File: src/rtl/pipe_pkg.sv
// Shared constants for the MIPS pipeline front end: default widths, reset PC,
// NOP encoding and the Rs/Rt field positions inside an instruction word.
package pipe_pkg;

    localparam int unsigned DATA_W      = 32;
    localparam int unsigned CTRL_W      = 10;
    localparam int unsigned MEMREAD_BIT = 3;
    localparam int unsigned CNT_W       = 16;

    localparam logic [31:0] RESET_PC  = 32'h0000_0000;
    localparam logic [31:0] NOP_INSTR = 32'h0000_0000;

    localparam int unsigned RS_MSB = 25;
    localparam int unsigned RS_LSB = 21;
    localparam int unsigned RT_MSB = 20;
    localparam int unsigned RT_LSB = 16;

    typedef logic [4:0] reg_idx_t;

    function automatic reg_idx_t instr_rs(input logic [31:0] instr);
        return instr[RS_MSB:RS_LSB];
    endfunction

    function automatic reg_idx_t instr_rt(input logic [31:0] instr);
        return instr[RT_MSB:RT_LSB];
    endfunction

endpackage

File: src/rtl/pipe_reg.sv
// Generic W-bit pipeline register: async active-low reset, synchronous clear
// (takes priority) and load enable.
module pipe_reg #(
    parameter int unsigned W       = 32,
    parameter logic [W-1:0] RST_VAL = '0,
    parameter logic [W-1:0] CLR_VAL = '0
) (
    input  logic         clk_i,
    input  logic         rst_ni,
    input  logic         en_i,
    input  logic         clr_i,
    input  logic [W-1:0] d_i,
    output logic [W-1:0] q_o
);

    logic [W-1:0] q_q;
    logic [W-1:0] q_d;

    always_comb begin
        q_d = q_q;
        if (clr_i) begin
            q_d = CLR_VAL;
        end else if (en_i) begin
            q_d = d_i;
        end
    end

    always_ff @(posedge clk_i or negedge rst_ni) begin
        if (!rst_ni) begin
            q_q <= RST_VAL;
        end else begin
            q_q <= q_d;
        end
    end

    assign q_o = q_q;

endmodule

File: src/rtl/pipe_front_stage.sv
// Front-end state of the 5-stage MIPS pipeline: PC, IF/ID and ID/EX control
// registers, plus bubble counter and sticky hazard-protocol error flag.
module pipe_front_stage #(
    parameter int unsigned DATA_W      = pipe_pkg::DATA_W,
    parameter int unsigned CTRL_W      = pipe_pkg::CTRL_W,
    parameter int unsigned MEMREAD_BIT = pipe_pkg::MEMREAD_BIT,
    parameter logic [DATA_W-1:0] RESET_PC = pipe_pkg::RESET_PC[DATA_W-1:0],
    parameter int unsigned CNT_W       = pipe_pkg::CNT_W
) (
    input  logic              clk_i,
    input  logic              rst_i,
    input  logic              pc_write_i,
    input  logic              if_id_write_i,
    input  logic              ctrl_bubble_i,
    input  logic              flush_i,
    input  logic [DATA_W-1:0] pc_next_i,
    input  logic [DATA_W-1:0] instr_i,
    input  logic [CTRL_W-1:0] ctrl_i,
    output logic [DATA_W-1:0] pc_o,
    output logic [DATA_W-1:0] if_id_pc4_o,
    output logic [DATA_W-1:0] if_id_instr_o,
    output logic              if_id_valid_o,
    output logic [CTRL_W-1:0] id_ex_ctrl_o,
    output logic              id_ex_memread_o,
    output logic [4:0]        id_ex_rs_o,
    output logic [4:0]        id_ex_rt_o,
    output logic [CNT_W-1:0]  stall_cnt_o,
    output logic              protocol_err_o
);
    import pipe_pkg::*;

    logic              pc_en;
    logic [DATA_W-1:0] pc_plus4;
    logic              ctrl_zero;
    logic [4:0]        if_id_rs;
    logic [4:0]        if_id_rt;

    assign pc_en     = flush_i | pc_write_i;
    assign pc_plus4  = pc_o + DATA_W'(4);
    assign ctrl_zero = flush_i | ctrl_bubble_i | ~if_id_valid_o;
    assign if_id_rs  = instr_rs(if_id_instr_o);
    assign if_id_rt  = instr_rt(if_id_instr_o);

    pipe_reg #(.W(DATA_W), .RST_VAL(RESET_PC)) u_pc (
        .clk_i (clk_i),
        .rst_ni(rst_i),
        .en_i  (pc_en),
        .clr_i (1'b0),
        .d_i   (pc_next_i),
        .q_o   (pc_o)
    );

    pipe_reg #(.W(DATA_W), .RST_VAL(NOP_INSTR[DATA_W-1:0]), .CLR_VAL(NOP_INSTR[DATA_W-1:0])) u_if_id_instr (
        .clk_i (clk_i),
        .rst_ni(rst_i),
        .en_i  (if_id_write_i),
        .clr_i (flush_i),
        .d_i   (instr_i),
        .q_o   (if_id_instr_o)
    );

    pipe_reg #(.W(DATA_W)) u_if_id_pc4 (
        .clk_i (clk_i),
        .rst_ni(rst_i),
        .en_i  (if_id_write_i),
        .clr_i (flush_i),
        .d_i   (pc_plus4),
        .q_o   (if_id_pc4_o)
    );

    pipe_reg #(.W(1)) u_if_id_valid (
        .clk_i (clk_i),
        .rst_ni(rst_i),
        .en_i  (if_id_write_i),
        .clr_i (flush_i),
        .d_i   (1'b1),
        .q_o   (if_id_valid_o)
    );

    pipe_reg #(.W(CTRL_W)) u_id_ex_ctrl (
        .clk_i (clk_i),
        .rst_ni(rst_i),
        .en_i  (1'b1),
        .clr_i (ctrl_zero),
        .d_i   (ctrl_i),
        .q_o   (id_ex_ctrl_o)
    );

    // Register fields follow IF/ID every cycle; a bubble carries MemRead=0 so stale indices are harmless.
    pipe_reg #(.W(10)) u_id_ex_regs (
        .clk_i (clk_i),
        .rst_ni(rst_i),
        .en_i  (1'b1),
        .clr_i (1'b0),
        .d_i   ({if_id_rs, if_id_rt}),
        .q_o   ({id_ex_rs_o, id_ex_rt_o})
    );

    assign id_ex_memread_o = id_ex_ctrl_o[MEMREAD_BIT];

    logic [CNT_W-1:0] stall_cnt_q;
    logic [CNT_W-1:0] stall_cnt_d;
    logic             protocol_err_q;
    logic             protocol_err_d;

    always_comb begin
        stall_cnt_d    = stall_cnt_q;
        protocol_err_d = protocol_err_q;
        if (ctrl_bubble_i && !flush_i && (stall_cnt_q != '1)) begin
            stall_cnt_d = stall_cnt_q + CNT_W'(1);
        end
        // Hazard unit must move PC and IF/ID together and bubble exactly when both hold.
        if ((pc_write_i != if_id_write_i) || (ctrl_bubble_i == pc_write_i)) begin
            protocol_err_d = 1'b1;
        end
    end

    always_ff @(posedge clk_i or negedge rst_i) begin
        if (!rst_i) begin
            stall_cnt_q    <= '0;
            protocol_err_q <= 1'b0;
        end else begin
            stall_cnt_q    <= stall_cnt_d;
            protocol_err_q <= protocol_err_d;
        end
    end

    assign stall_cnt_o    = stall_cnt_q;
    assign protocol_err_o = protocol_err_q;

endmodule

File: config.mk
export PLATFORM = sky130hd
export DESIGN_NAME = pipe_front_stage
export DESIGN_NICKNAME = d
export VERILOG_FILES = /design/src/rtl/pipe_pkg.sv /design/src/rtl/pipe_reg.sv /design/src/rtl/pipe_front_stage.sv
export SDC_FILE = /design/constraint.sdc
export NUM_CORES = 1
export LEC_CHECK = 0
export ABC_AREA = 1
export CORE_MARGIN = 2
export CORE_UTILIZATION = 40
export CTS_CLUSTER_SIZE = 30
export DETAILED_ROUTE_END_ITERATION = 8
export GPL_ROUTABILITY_DRIVEN = 1
export GPL_TIMING_DRIVEN = 0
export PLACE_DENSITY = 0.76
export SETUP_SLACK_MARGIN = 0.1
export SYNTH_ARGS = -nofsm -noshare
export SYNTH_HDL_FRONTEND = slang
export SYNTH_SLANG_ARGS = --single-unit
File: constraint.sdc
create_clock -name clk_i -period 1.4 [get_ports clk_i]
set_clock_uncertainty 0.1 [all_clocks]
set_input_delay 0.28 -clock clk_i [delete_from_list [all_inputs] [get_ports clk_i]]
set_output_delay 0.28 -clock clk_i [all_outputs]
set_load 0.1 [all_outputs]
==> results by group <==
Flow run
  – MaxCap Viol Count: 0

Clock network
  – Max clock buf depth: 2
  – Clk Tree Root Cell: clkbuf_16
  – CTS tree: built
  – Worst skew pair latency: 0.43 ns
  – CTS sink cnt: roughly 130
  – Number of H-tree levels: 4
  – CTS Buf Count: 17
  – Clock-pin slew on the worst setup and hold paths: around 0.060 ns

Placement
  – Dpl cells: ~1100
  – Port Buf Inserts: between 200 and 250
  – DP HPWL: approximately 13000 um
  – Routability congestion estimate: 0.903

GRT
  – Most Used Layer, Global Route: met2
  – Vias in the first global route: 6390
  – Gr usage total: 28.5%
  – GR Layer Usage met3: 7.96%
  – Met1 Usage GRT: 33.6%
  – Global-route wire length before repair: 34900 um
  – Initial antenna violation count: 0
  – Met2 usage: 49.9%
  – Global route overflow: 0
  – Largest net degree at the start of global routing: 82

Synthesis
  – Share of the synthesized area in the top cell type: 57.2%
  – Yosys cell types: 28
  – Sequential-to-total area share from yosys stat: a little under three fifths
  – Syn Inst Count: ~660
  – Mapped cell area: just under 6000 sq um
  – Syn_nets: 738
  – Syn. warnings: 0
  – Synth Register Bits: 134
  – Syn avg cell area: 8.94 sq um
  – Cell type with the largest total area after synthesis: dfrtp_1
  – Dominant cells by area after synthesis: dfrtp_1, nand2_1, nor2_1, a22o_1, inv_1

Setup path
  – Most used cell, CP: nand2_1
  – Worst stage delay on the critical path: 0.46 ns
  – CP cell instances: buf_4, nand2_1, nor2_2, nand2_2, o21ai_0, nand2_1, nand2_2, nand2_1
  – Slowest cell on the critical path: dfrtp_4
  – Crit path DAT: 1.92 ns
  – Max Fanout on Critical Path: 5
  – CP Capture Type: register
  – Startpoint Class: register
  – Setup CP Type: reg2reg
  – Worst EP required: 1.61 ns

Layout
  – Commonest non-fill, non-tap cells in the layout: nand2_1, buf_12, buf_4
  – Most common cell after layout, fill and taps aside: nand2_1
  – Final nets: about 1100
  – Final core utilization: 82.0%
  – Number of diodes: 0
  – Non-Filler Instances: 1187
  – Share of layout cells above drive strength 1: approximately half
  – Area Overhead vs Synth: 102%

STA
  – Final setup fails: 140
  – Worst Max-Slew Pin Slew: 0.554 ns
  – Final hold violations: between 50 and 60
  – Period utilization: 122%
  – Minimum clock period: 1.71 ns
  – Setup ws final: -0.306 ns
  – Hold_ws: -0.287 ns
  – Pins Over Slew Limit: 0
  – Worst slew margin: between 60% and 70%
  – Fmax achieved: slightly below 600 MHz
  – Post-route setup TNS: -14.46 ns
  – RSZ-0062 raised after global routing: true

Detailed routing
  – Vias post-DR: 6357
  – Post-DR wirelength/cell: 21.5 um
  – Vias/cell: 5.36
  – DRT iter0 DRCs: 492
  – Routed WL: 25500 um
  – DR pass1 iterations: 5
  – Drc violations: 0
  – Routed Antenna Nets: 0

Min path
  – Min-Delay Path Class: in2async

Floorplan
  – Die area: 15600 sq um
  – Row cnt: 44
  – Starting Density: 40.6%
  – Die width: 125 um
  – Core ar.: 14400 sq um
  – Height of the die: 125 um
  – Num ports: 215

Power and ir drop
  – Static leakage: 5.41 nW
  – Power Total: roughly 0.014 W
  – PD cells: 1210 nW/um^2
  – Worst vdd ir: 0.925 mV

Status
  – Violated checks: negative hold slack, negative setup slack
  – Status: finished with violations
path summary, 6_finish.rpt:
check,start,slack [ns],cells after the start,end
setup / recovery,stall_cnt_o[5]$_DFFE_PN0P_,-0.31,8,stall_cnt_o[9]$_DFFE_PN0P_
hold / removal,rst_i,-0.29,1,stall_cnt_o[4]$_DFFE_PN0P_
setup reg to reg,stall_cnt_o[5]$_DFFE_PN0P_,-0.31,8,stall_cnt_o[9]$_DFFE_PN0P_
hold reg to reg,u_if_id_instr.q_o[24]$_DFFE_PN0P_,0.34,0,u_id_ex_regs.q_o[8]$_DFF_PN0_
max in group asynchronous,rst_i,0.67,2,u_pc.q_o[22]$_DFFE_PN0P_
min in group clk_i,if_id_write_i,0.26,3,u_if_id_valid.q_o$_DFFE_PN0P_
where the power goes:
part	internal (W)	switching [W]
logic	0.00187	0.00304
registers	0.00424	0.000436
clock network	0.00281	0.00187
total	0.00891	0.00535
synthesized netlist by cell type:
cell and number:
xor2_1 6, a22o_1 36, clkbuf_1 7, nand3b_1 1, inv_1 54, a21o_1 1
or2_2 3, nor2_1 88, o21ai_2 1, buf_6 1, dfrtp_1 134, buf_4 2
o21ai_0 15, nor3_2 1, ha_1 2, and2_1 2, o21ai_1 1, buf_2 10
nor3_1 3, nor2_2 6, mux2_2 16, nand4_1 4, nand2_1 199, xnor2_1 3
nand2_2 1, nand3_1 36, a21oi_1 22, nor3b_1 1
kinds of logic (layout without fill, tap and decap cells):
logic type	Yosys count	in the layout	synth area share, %
AND/OR/NAND/NOR	345	345	23.8
AO/OA/AOI/OAI	76	76	8.90
XOR/XNOR	9	9	1.34
flip-flops	134	134	57.2
buffers and inverters	74	421	5.21
multiplexers	16	16	3.07
adder cells (fa/ha/maj)	2	2	0.427
critical path: cells and delay by family, from the launching register on:
| kind | cells | cell delay [ns] |
|---|---|---|
| flip-flops | 1 | 0.46 |
| AND/OR/NAND/NOR | 6 | 0.68 |
| buffers and inverters | 1 | 0.15 |
| AO/OA/AOI/OAI | 1 | 0.19 |
cell type report:
cell class                 instances  area (sq um)
buffer                            20           153
clock buffer                      17           425
clock inverter                    15           179
fill                             715          2590
inverter                          54           215
multi-input combinational        448          2760
sequential                       134          3570
tap                              184           230
timing repair buffer             315          4300
stage by stage:
step                hold slack (ns)  cell area, sq um  worst slack, ns
detailed placement            0.169              8680           -0.816
finish                       -0.287             11800           -0.306
CTS                          -0.278             11100           -0.196
floorplan                    -0.116              6280           -0.286
global route                 -0.264             11800           -0.335
global placement              0.284              8650            -6.43
flip-flops by register name, summed over array words and instances, names as in the netlist:
| name | count |
|---|---|
| u_if_id_instr.q_o | 32 |
| u_if_id_pc4.q_o | 32 |
| u_pc.q_o | 32 |
| stall_cnt_o | 16 |
| u_id_ex_ctrl.q_o | 10 |
| u_id_ex_regs.q_o | 10 |
| protocol_err_o | 1 |
| u_if_id_valid.q_o | 1 |
routing by layer:
layer,wire [um],vias to the layer above,share of wire (%)
met1,9310,3130,36
met3,1880,91,7.4
met5,0,-,0
li1,-,2780,-
met2,13300,356,52
met4,1020,0,4.0
repair_timing:
item / 4_1_cts / 5_1_grt
resized for setup: 1226 / 123
setup buffers: 70 / 29
setup endpoints to repair: 247 / 199
endpoints found under the hold margin: 53 / 53
pin swaps: 37 / 45
gates cloned: 2 / 0
Note: power is estimated with default switching activity, not from simulation.
